<file path="config.mk">
export PLATFORM = sky130hd
export DESIGN_NAME = arb_requester
export DESIGN_NICKNAME = d
export VERILOG_FILES = /design/src/rtl/arb_requester.sv
export SDC_FILE = /design/constraint.sdc
export NUM_CORES = 1
export LEC_CHECK = 0
export CAP_MARGIN = 20
export CORE_MARGIN = 1.5
export CORE_UTILIZATION = 50
export CTS_CLUSTER_DIAMETER = 200
export DETAILED_ROUTE_END_ITERATION = 7
export PLACE_DENSITY = 0.76
export SYNTH_ARGS = -nofsm -noshare
export SYNTH_HDL_FRONTEND = slang
export SYNTH_SLANG_ARGS = --single-unit
</file>
<file path="constraint.sdc">
create_clock -name clk -period 2.9 [get_ports clk]
set_input_delay 0.435 -clock clk [delete_from_list [all_inputs] [get_ports clk]]
set_output_delay 0.435 -clock clk [all_outputs]
set_load 0.005 [all_outputs]
</file>
<file path="src/rtl/arb_requester.sv">
// arb_requester: four-channel request agent for the 4-input fixed-priority
// arbiter. It counts pending jobs per channel, raises REQ, decodes the
// registered GNT, runs a BURST_LEN-beat burst on the shared bus for the
// winning channel, then releases the arbiter through a one-cycle GAP.
//
// Ports:
//   clk, reset      clock; asynchronous active-low reset
//   job[3:0]        one-cycle pulse per channel, adds one pending job
//   GNT[3:0]        registered grant from arbiter (1000=ch0, 0010=ch1,
//                   0001=ch2, 0100=ch3, anything else = no grant)
//   REQ[3:0]        registered request to arbiter
//   bus_valid/bus_ch/bus_beat/bus_last   burst beat outputs
//   done[3:0]       one-cycle pulse with the final beat of a channel's burst
//   ovf[3:0]        sticky, job dropped on a saturated pending counter
//   err_lost        sticky, grant lost or mismatched mid-burst
//   err_timeout     sticky, WAIT_GNT timeout
//
// Optional feature: define ARB_REQ_TIMEOUT_EN to abort WAIT_GNT after
// TIMEOUT cycles without a valid grant; otherwise err_timeout is held 0.
module arb_requester #(
  parameter int unsigned BURST_LEN = 4,
  parameter int unsigned PEND_W    = 4,
  parameter int unsigned TIMEOUT   = 16
) (
  input  logic       clk,
  input  logic       reset,
  input  logic [3:0] job,
  input  logic [3:0] GNT,
  output logic [3:0] REQ,
  output logic       bus_valid,
  output logic [1:0] bus_ch,
  output logic [7:0] bus_beat,
  output logic       bus_last,
  output logic [3:0] done,
  output logic [3:0] ovf,
  output logic       err_lost,
  output logic       err_timeout
);

  typedef enum logic [1:0] {
    S_IDLE,
    S_WAIT_GNT,
    S_BURST,
    S_GAP
  } state_t;

  localparam logic [7:0]        LAST_BEAT = 8'(BURST_LEN - 1);
  localparam logic [PEND_W-1:0] PEND_MAX  = '1;
  localparam logic [PEND_W-1:0] PEND_ONE  = PEND_W'(1);

  state_t            r_state;
  logic [3:0]        r_req;
  logic              r_valid;
  logic [1:0]        r_ch;
  logic [7:0]        r_beat;
  logic              r_last;
  logic [3:0]        r_done;
  logic [3:0]        r_ovf;
  logic              r_err_lost;
  logic [PEND_W-1:0] r_pend [4];

  logic       w_gnt_vld;
  logic [1:0] w_gnt_ch;
  logic [3:0] w_gnt_oh;
  logic [3:0] w_ch_oh;
  logic [3:0] w_pend_nz;
  logic [7:0] w_beat_nxt;
  logic       w_gnt_ok;

`ifdef ARB_REQ_TIMEOUT_EN
  localparam int unsigned       TO_W    = (TIMEOUT > 1) ? $clog2(TIMEOUT) : 1;
  localparam logic [TO_W-1:0]   TO_LAST = TO_W'(TIMEOUT - 1);
  logic [TO_W-1:0] r_to_cnt;
  logic            r_err_to;
  assign err_timeout = r_err_to;
`else
  assign err_timeout = 1'b0;
`endif

  assign REQ       = r_req;
  assign bus_valid = r_valid;
  assign bus_ch    = r_ch;
  assign bus_beat  = r_beat;
  assign bus_last  = r_last;
  assign done      = r_done;
  assign ovf       = r_ovf;
  assign err_lost  = r_err_lost;

  // Grant decode: only the four exact one-hot codes are grants.
  always_comb begin
    w_gnt_vld = 1'b0;
    w_gnt_ch  = 2'd0;
    case (GNT)
      4'b1000: begin w_gnt_vld = 1'b1; w_gnt_ch = 2'd0; end
      4'b0010: begin w_gnt_vld = 1'b1; w_gnt_ch = 2'd1; end
      4'b0001: begin w_gnt_vld = 1'b1; w_gnt_ch = 2'd2; end
      4'b0100: begin w_gnt_vld = 1'b1; w_gnt_ch = 2'd3; end
      default: begin w_gnt_vld = 1'b0; w_gnt_ch = 2'd0; end
    endcase
  end

  always_comb begin
    w_pend_nz = '0;
    for (int unsigned i = 0; i < 4; i++) begin
      w_pend_nz[i] = (r_pend[i] != '0);
    end
  end

  assign w_gnt_oh   = 4'b0001 << w_gnt_ch;
  assign w_ch_oh    = 4'b0001 << r_ch;
  assign w_beat_nxt = r_beat + 8'd1;
  assign w_gnt_ok   = w_gnt_vld && (w_gnt_ch == r_ch);

  // Pending counters: done retires a job, job adds one; both together net zero.
  always_ff @(posedge clk or negedge reset) begin
    if (!reset) begin
      for (int unsigned i = 0; i < 4; i++) begin
        r_pend[i] <= '0;
      end
      r_ovf <= '0;
    end else begin
      for (int unsigned i = 0; i < 4; i++) begin
        if (job[i] && !r_done[i]) begin
          if (r_pend[i] == PEND_MAX) begin
            r_ovf[i] <= 1'b1;
          end else begin
            r_pend[i] <= r_pend[i] + PEND_ONE;
          end
        end else if (!job[i] && r_done[i]) begin
          r_pend[i] <= r_pend[i] - PEND_ONE;
        end
      end
    end
  end

  always_ff @(posedge clk or negedge reset) begin
    if (!reset) begin
      r_state    <= S_IDLE;
      r_req      <= '0;
      r_valid    <= 1'b0;
      r_ch       <= '0;
      r_beat     <= '0;
      r_last     <= 1'b0;
      r_done     <= '0;
      r_err_lost <= 1'b0;
`ifdef ARB_REQ_TIMEOUT_EN
      r_to_cnt   <= '0;
      r_err_to   <= 1'b0;
`endif
    end else begin
      r_done <= '0;
      case (r_state)
        S_IDLE: begin
          r_req <= '0;
          if (|w_pend_nz) begin
            r_req   <= w_pend_nz;
            r_state <= S_WAIT_GNT;
`ifdef ARB_REQ_TIMEOUT_EN
            r_to_cnt <= '0;
`endif
          end
        end

        S_WAIT_GNT: begin
          r_req <= w_pend_nz;
          if (w_gnt_vld && r_req[w_gnt_ch]) begin
            r_ch    <= w_gnt_ch;
            r_req   <= w_gnt_oh;
            r_beat  <= '0;
            r_valid <= 1'b1;
            r_last  <= (LAST_BEAT == 8'd0);
            if (LAST_BEAT == 8'd0) begin
              r_done <= w_gnt_oh;
            end
            r_state <= S_BURST;
          end
`ifdef ARB_REQ_TIMEOUT_EN
          else if (r_to_cnt == TO_LAST) begin
            r_err_to <= 1'b1;
            r_req    <= '0;
            r_state  <= S_GAP;
          end else begin
            r_to_cnt <= r_to_cnt + TO_W'(1);
          end
`endif
        end

        S_BURST: begin
          // Beat 0 is exempt: GNT still reflects the pre-one-hot REQ there.
          if (r_beat != 8'd0 && !w_gnt_ok) begin
            r_err_lost <= 1'b1;
            r_valid    <= 1'b0;
            r_last     <= 1'b0;
            r_beat     <= '0;
            r_ch       <= '0;
            r_req      <= '0;
            r_state    <= S_GAP;
          end else if (r_last) begin
            r_valid <= 1'b0;
            r_last  <= 1'b0;
            r_beat  <= '0;
            r_ch    <= '0;
            r_req   <= '0;
            r_state <= S_GAP;
          end else begin
            r_beat <= w_beat_nxt;
            if (w_beat_nxt == LAST_BEAT) begin
              r_last <= 1'b1;
              r_done <= w_ch_oh;
            end
          end
        end

        S_GAP: begin
          r_req   <= '0;
          r_state <= S_IDLE;
        end

        default: r_state <= S_IDLE;
      endcase
    end
  end

endmodule

</file>
==> results.sh <==
export IMPL_htree_levels=2
export IMPL_post_cts_repair_setup_buffers=0
export IMPL_fp_dieH_um=78.7
export IMPL_finalPower_w=0.00289
export IMPL_die_x_um=78.7
export IMPL_grt_overflow_total=0
export IMPL_worst_pin_slew_ns=0.561
export IMPL_clock_sinks=43
export IMPL_cts_tree="done"
export IMPL_min_period_ns=2.46
export IMPL_required_ns=3.11
export IMPL_drtIter0Drc=133
export IMPL_path_cells="clkdlybuf4s50_1, or4b_1, nor2_1, o41a_1, nand4_2, nor3_1"
export IMPL_cts_resized_gates=0
export IMPL_synth_edff_count=0
export IMPL_peakVddDrop_mv=0.401
export IMPL_drtAntennaViolNets=0
export IMPL_worst_setup_path_start_kind="primary input"
export IMPL_insertedDiodeCount=0
export IMPL_ys_seq_elements=43
export IMPL_syn_area_um2=2870
export IMPL_hpwl_mm=4.47
export IMPL_path_max_fanout=11
export IMPL_clk_root_buffer_cell="clkbuf_8"
export IMPL_grt_pass1_vias=2184
export IMPL_min_path_type="primary input to asynchronous set/reset pin"
export IMPL_cp_slowest_cell="or4b_1"
export IMPL_grt_max_degree=44
export IMPL_slew_violations=0
export IMPL_avgSynthCellArea_um2=9.72
export IMPL_gp_congestion=0.967
export IMPL_post_route_drc_count=0
export IMPL_cts_buffers=5
export IMPL_place_ws_ns=0.144
export IMPL_fmax_mhz=406
export IMPL_rsz0062_at_grt="no"
export IMPL_vias=2394
export IMPL_max_stage_delay_ns=0.64
export IMPL_fin_setup_tns_ns=0
export IMPL_syn_instance_count=295
export IMPL_clk_pin_slew_worst_paths_ns=0.08
export IMPL_grt_pass1_wl_mm=10.5
export IMPL_antenna_found_initial=0
export IMPL_wirelength_mm=6.23
export IMPL_skew_ns=0.00387
export IMPL_relSlewSlack=0.622
export IMPL_drt_first_pass_iters=4
export IMPL_crit_arrival_ns=2.67
export IMPL_cap_violations=0
export IMPL_clk_path_buf_depth=2
export IMPL_finalWorstSetupSlack_ns=0.437
export IMPL_initial_utilization=0.521
export IMPL_vias_per_cell=5.96
export IMPL_ys_flop_type="dfrtp_1"
export IMPL_ios=36
export IMPL_p_per_area_nw_per_um2=857
export IMPL_syn_to_final_growth_pct=17.8
export IMPL_setup_violations=0
export IMPL_syn_nets=324
export IMPL_dieArea_um2=6200
export IMPL_track_usage=0.216
export IMPL_status="finished, final reports clean"
export IMPL_ctsHoldBuffers=0
export IMPL_min_period_over_period=0.849
export IMPL_coreArea_um2=5510
export IMPL_yosys_warnings=0
export IMPL_critPathKind="primary input to flip-flop"
export IMPL_yosysUniqueCellTypes=64
export IMPL_ys_seq_area_frac=0.375
export IMPL_hold_viol=0
export IMPL_drive_gt1_frac=0.0970
export IMPL_synthArstFlopShare=1.00
export IMPL_wl_per_cell_um=15.5
export IMPL_row_count=27
export IMPL_io_buffers=34
export IMPL_clk_latency_ns=0.30
export IMPL_leakage_nw=1.37
export IMPL_end_kind="flip-flop"
export IMPL_final_nets=358
[area by class of cell]
class | count | area (um2)
Multi-Input combinational cell | 224 | 1650
Clock buffer | 8 | 100
Fill cell | 473 | 2130
Inverter | 14 | 52.6
Tap cell | 72 | 90.1
Sequential cell | 43 | 1080
Timing Repair Buffer | 41 | 408
[where the power goes]
| group | switching [W] | internal (W) |
|---|---|---|
| registers | 0.000297 | 0.000827 |
| logic | 0.000654 | 0.000697 |
| clock network | 0.000201 | 0.000217 |
| total | 0.00115 | 0.00174 |
[synth_stat cells (3+ instances only)]
cell	n	share of area
buf_4	4	0.010
nor4_1	3	0.0065
buf_2	4	0.0070
inv_1	14	0.018
and2_1	5	0.011
or3_1	4	0.0087
o21ai_1	3	0.0052
mux2_2	4	0.016
nand3_1	13	0.023
a21oi_1	14	0.024
o21bai_1	4	0.010
xnor2_1	8	0.024
a31oi_1	4	0.0087
o21ai_0	14	0.024
nor2_1	16	0.021
buf_6	3	0.012
a32oi_1	3	0.0092
fa_1	4	0.028
a311o_1	3	0.010
or4_1	3	0.0079
o211ai_1	3	0.0079
ha_1	15	0.065
and3_1	4	0.0087
nor3b_1	3	0.0079
nand2_1	19	0.025
nand2b_1	8	0.017
a21o_1	5	0.013
nor2b_1	8	0.017
nor3_1	4	0.0070
nand4_1	8	0.017
o22ai_1	3	0.0065
dfrtp_1	43	0.38
o31ai_2	3	0.013
or4b_1	3	0.010
[logic make-up (layout without fill, tap and decap cells)]
| family | after synthesis | after routing | share of synthesized area |
|---|---|---|---|
| xor gates and xnor gates | 10 | 10 | 0.0305 |
| and+or+nand+nor | 107 | 107 | 0.214 |
| AOI/OAI and AO/OA | 80 | 80 | 0.207 |
| adders and majority gates | 19 | 19 | 0.0934 |
| muxes | 7 | 7 | 0.0266 |
| other | 1 | 1 | 0.00131 |
| DFF | 43 | 43 | 0.375 |
| buffers and inverters | 28 | 63 | 0.0519 |
[state kept, by name, summed over array words and instances (netlist names)]
register / cells
REQ: 4
bus_beat: 8
bus_ch: 2
bus_last: 1
bus_valid: 1
done: 4
err_lost: 1
ovf: 4
r_pend: 16
r_state: 2
[placed cells by master, fill, tap and decap left out, drive strengths merged, types with 9 or more instances in the layout]
cell and instances:
nor2 16, inv 14, ha 15, nand2 19, dfrtp 43, nand4 9
a21oi 14, nand3 13, o21ai 17, clkdlybuf4s50 33
[critical path: cells and delay by family]
kind                   cells  cell delay, ns
AOI/OAI and AO/OA          1            0.32
buffers and inverters      1            0.61
and+or+nand+nor            4            1.29
[stage by stage]
step	hold slack (ns)	utilization	std cells	instance area (um2)
floorplan	0.139	-	295	2870
global placement	0.461	0.590	393	3250
detailed placement	0.464	0.590	393	3250
CTS	0.318	0.608	401	3350
global route	0.111	0.613	402	3380
finish	0.0872	0.613	402	3380
[per-layer routing]
| metal | up-vias | wire length (um) | global-route usage |
|---|---|---|---|
| met4 | 0 | 130 | 0.0786 |
| li1 | 1158 | - | - |
| met2 | 62 | 2780 | 0.328 |
| met5 | - | 0 | 0 |
| met3 | 12 | 348 | 0.0414 |
| met1 | 1162 | 2970 | 0.306 |
[worst paths after layout]
| path | from | end | slack [ns] | depth (start not counted) |
|---|---|---|---|---|
| worst max register to register | bus_beat[0] | bus_beat[6] | 0.71 | 7 |
| max in group asynchronous | reset | r_state[0] | 2.33 | 2 |
| min in group clk | ovf[3] | ovf[3] | 0.47 | 1 |
| worst min register to register | ovf[3] | ovf[3] | 0.47 | 1 |
| worst min-delay path | reset | r_pend[12] | 0.09 | 1 |
| worst max-delay path | GNT[3] | done[3] | 0.44 | 6 |
(Power assumes the default switching activity.)
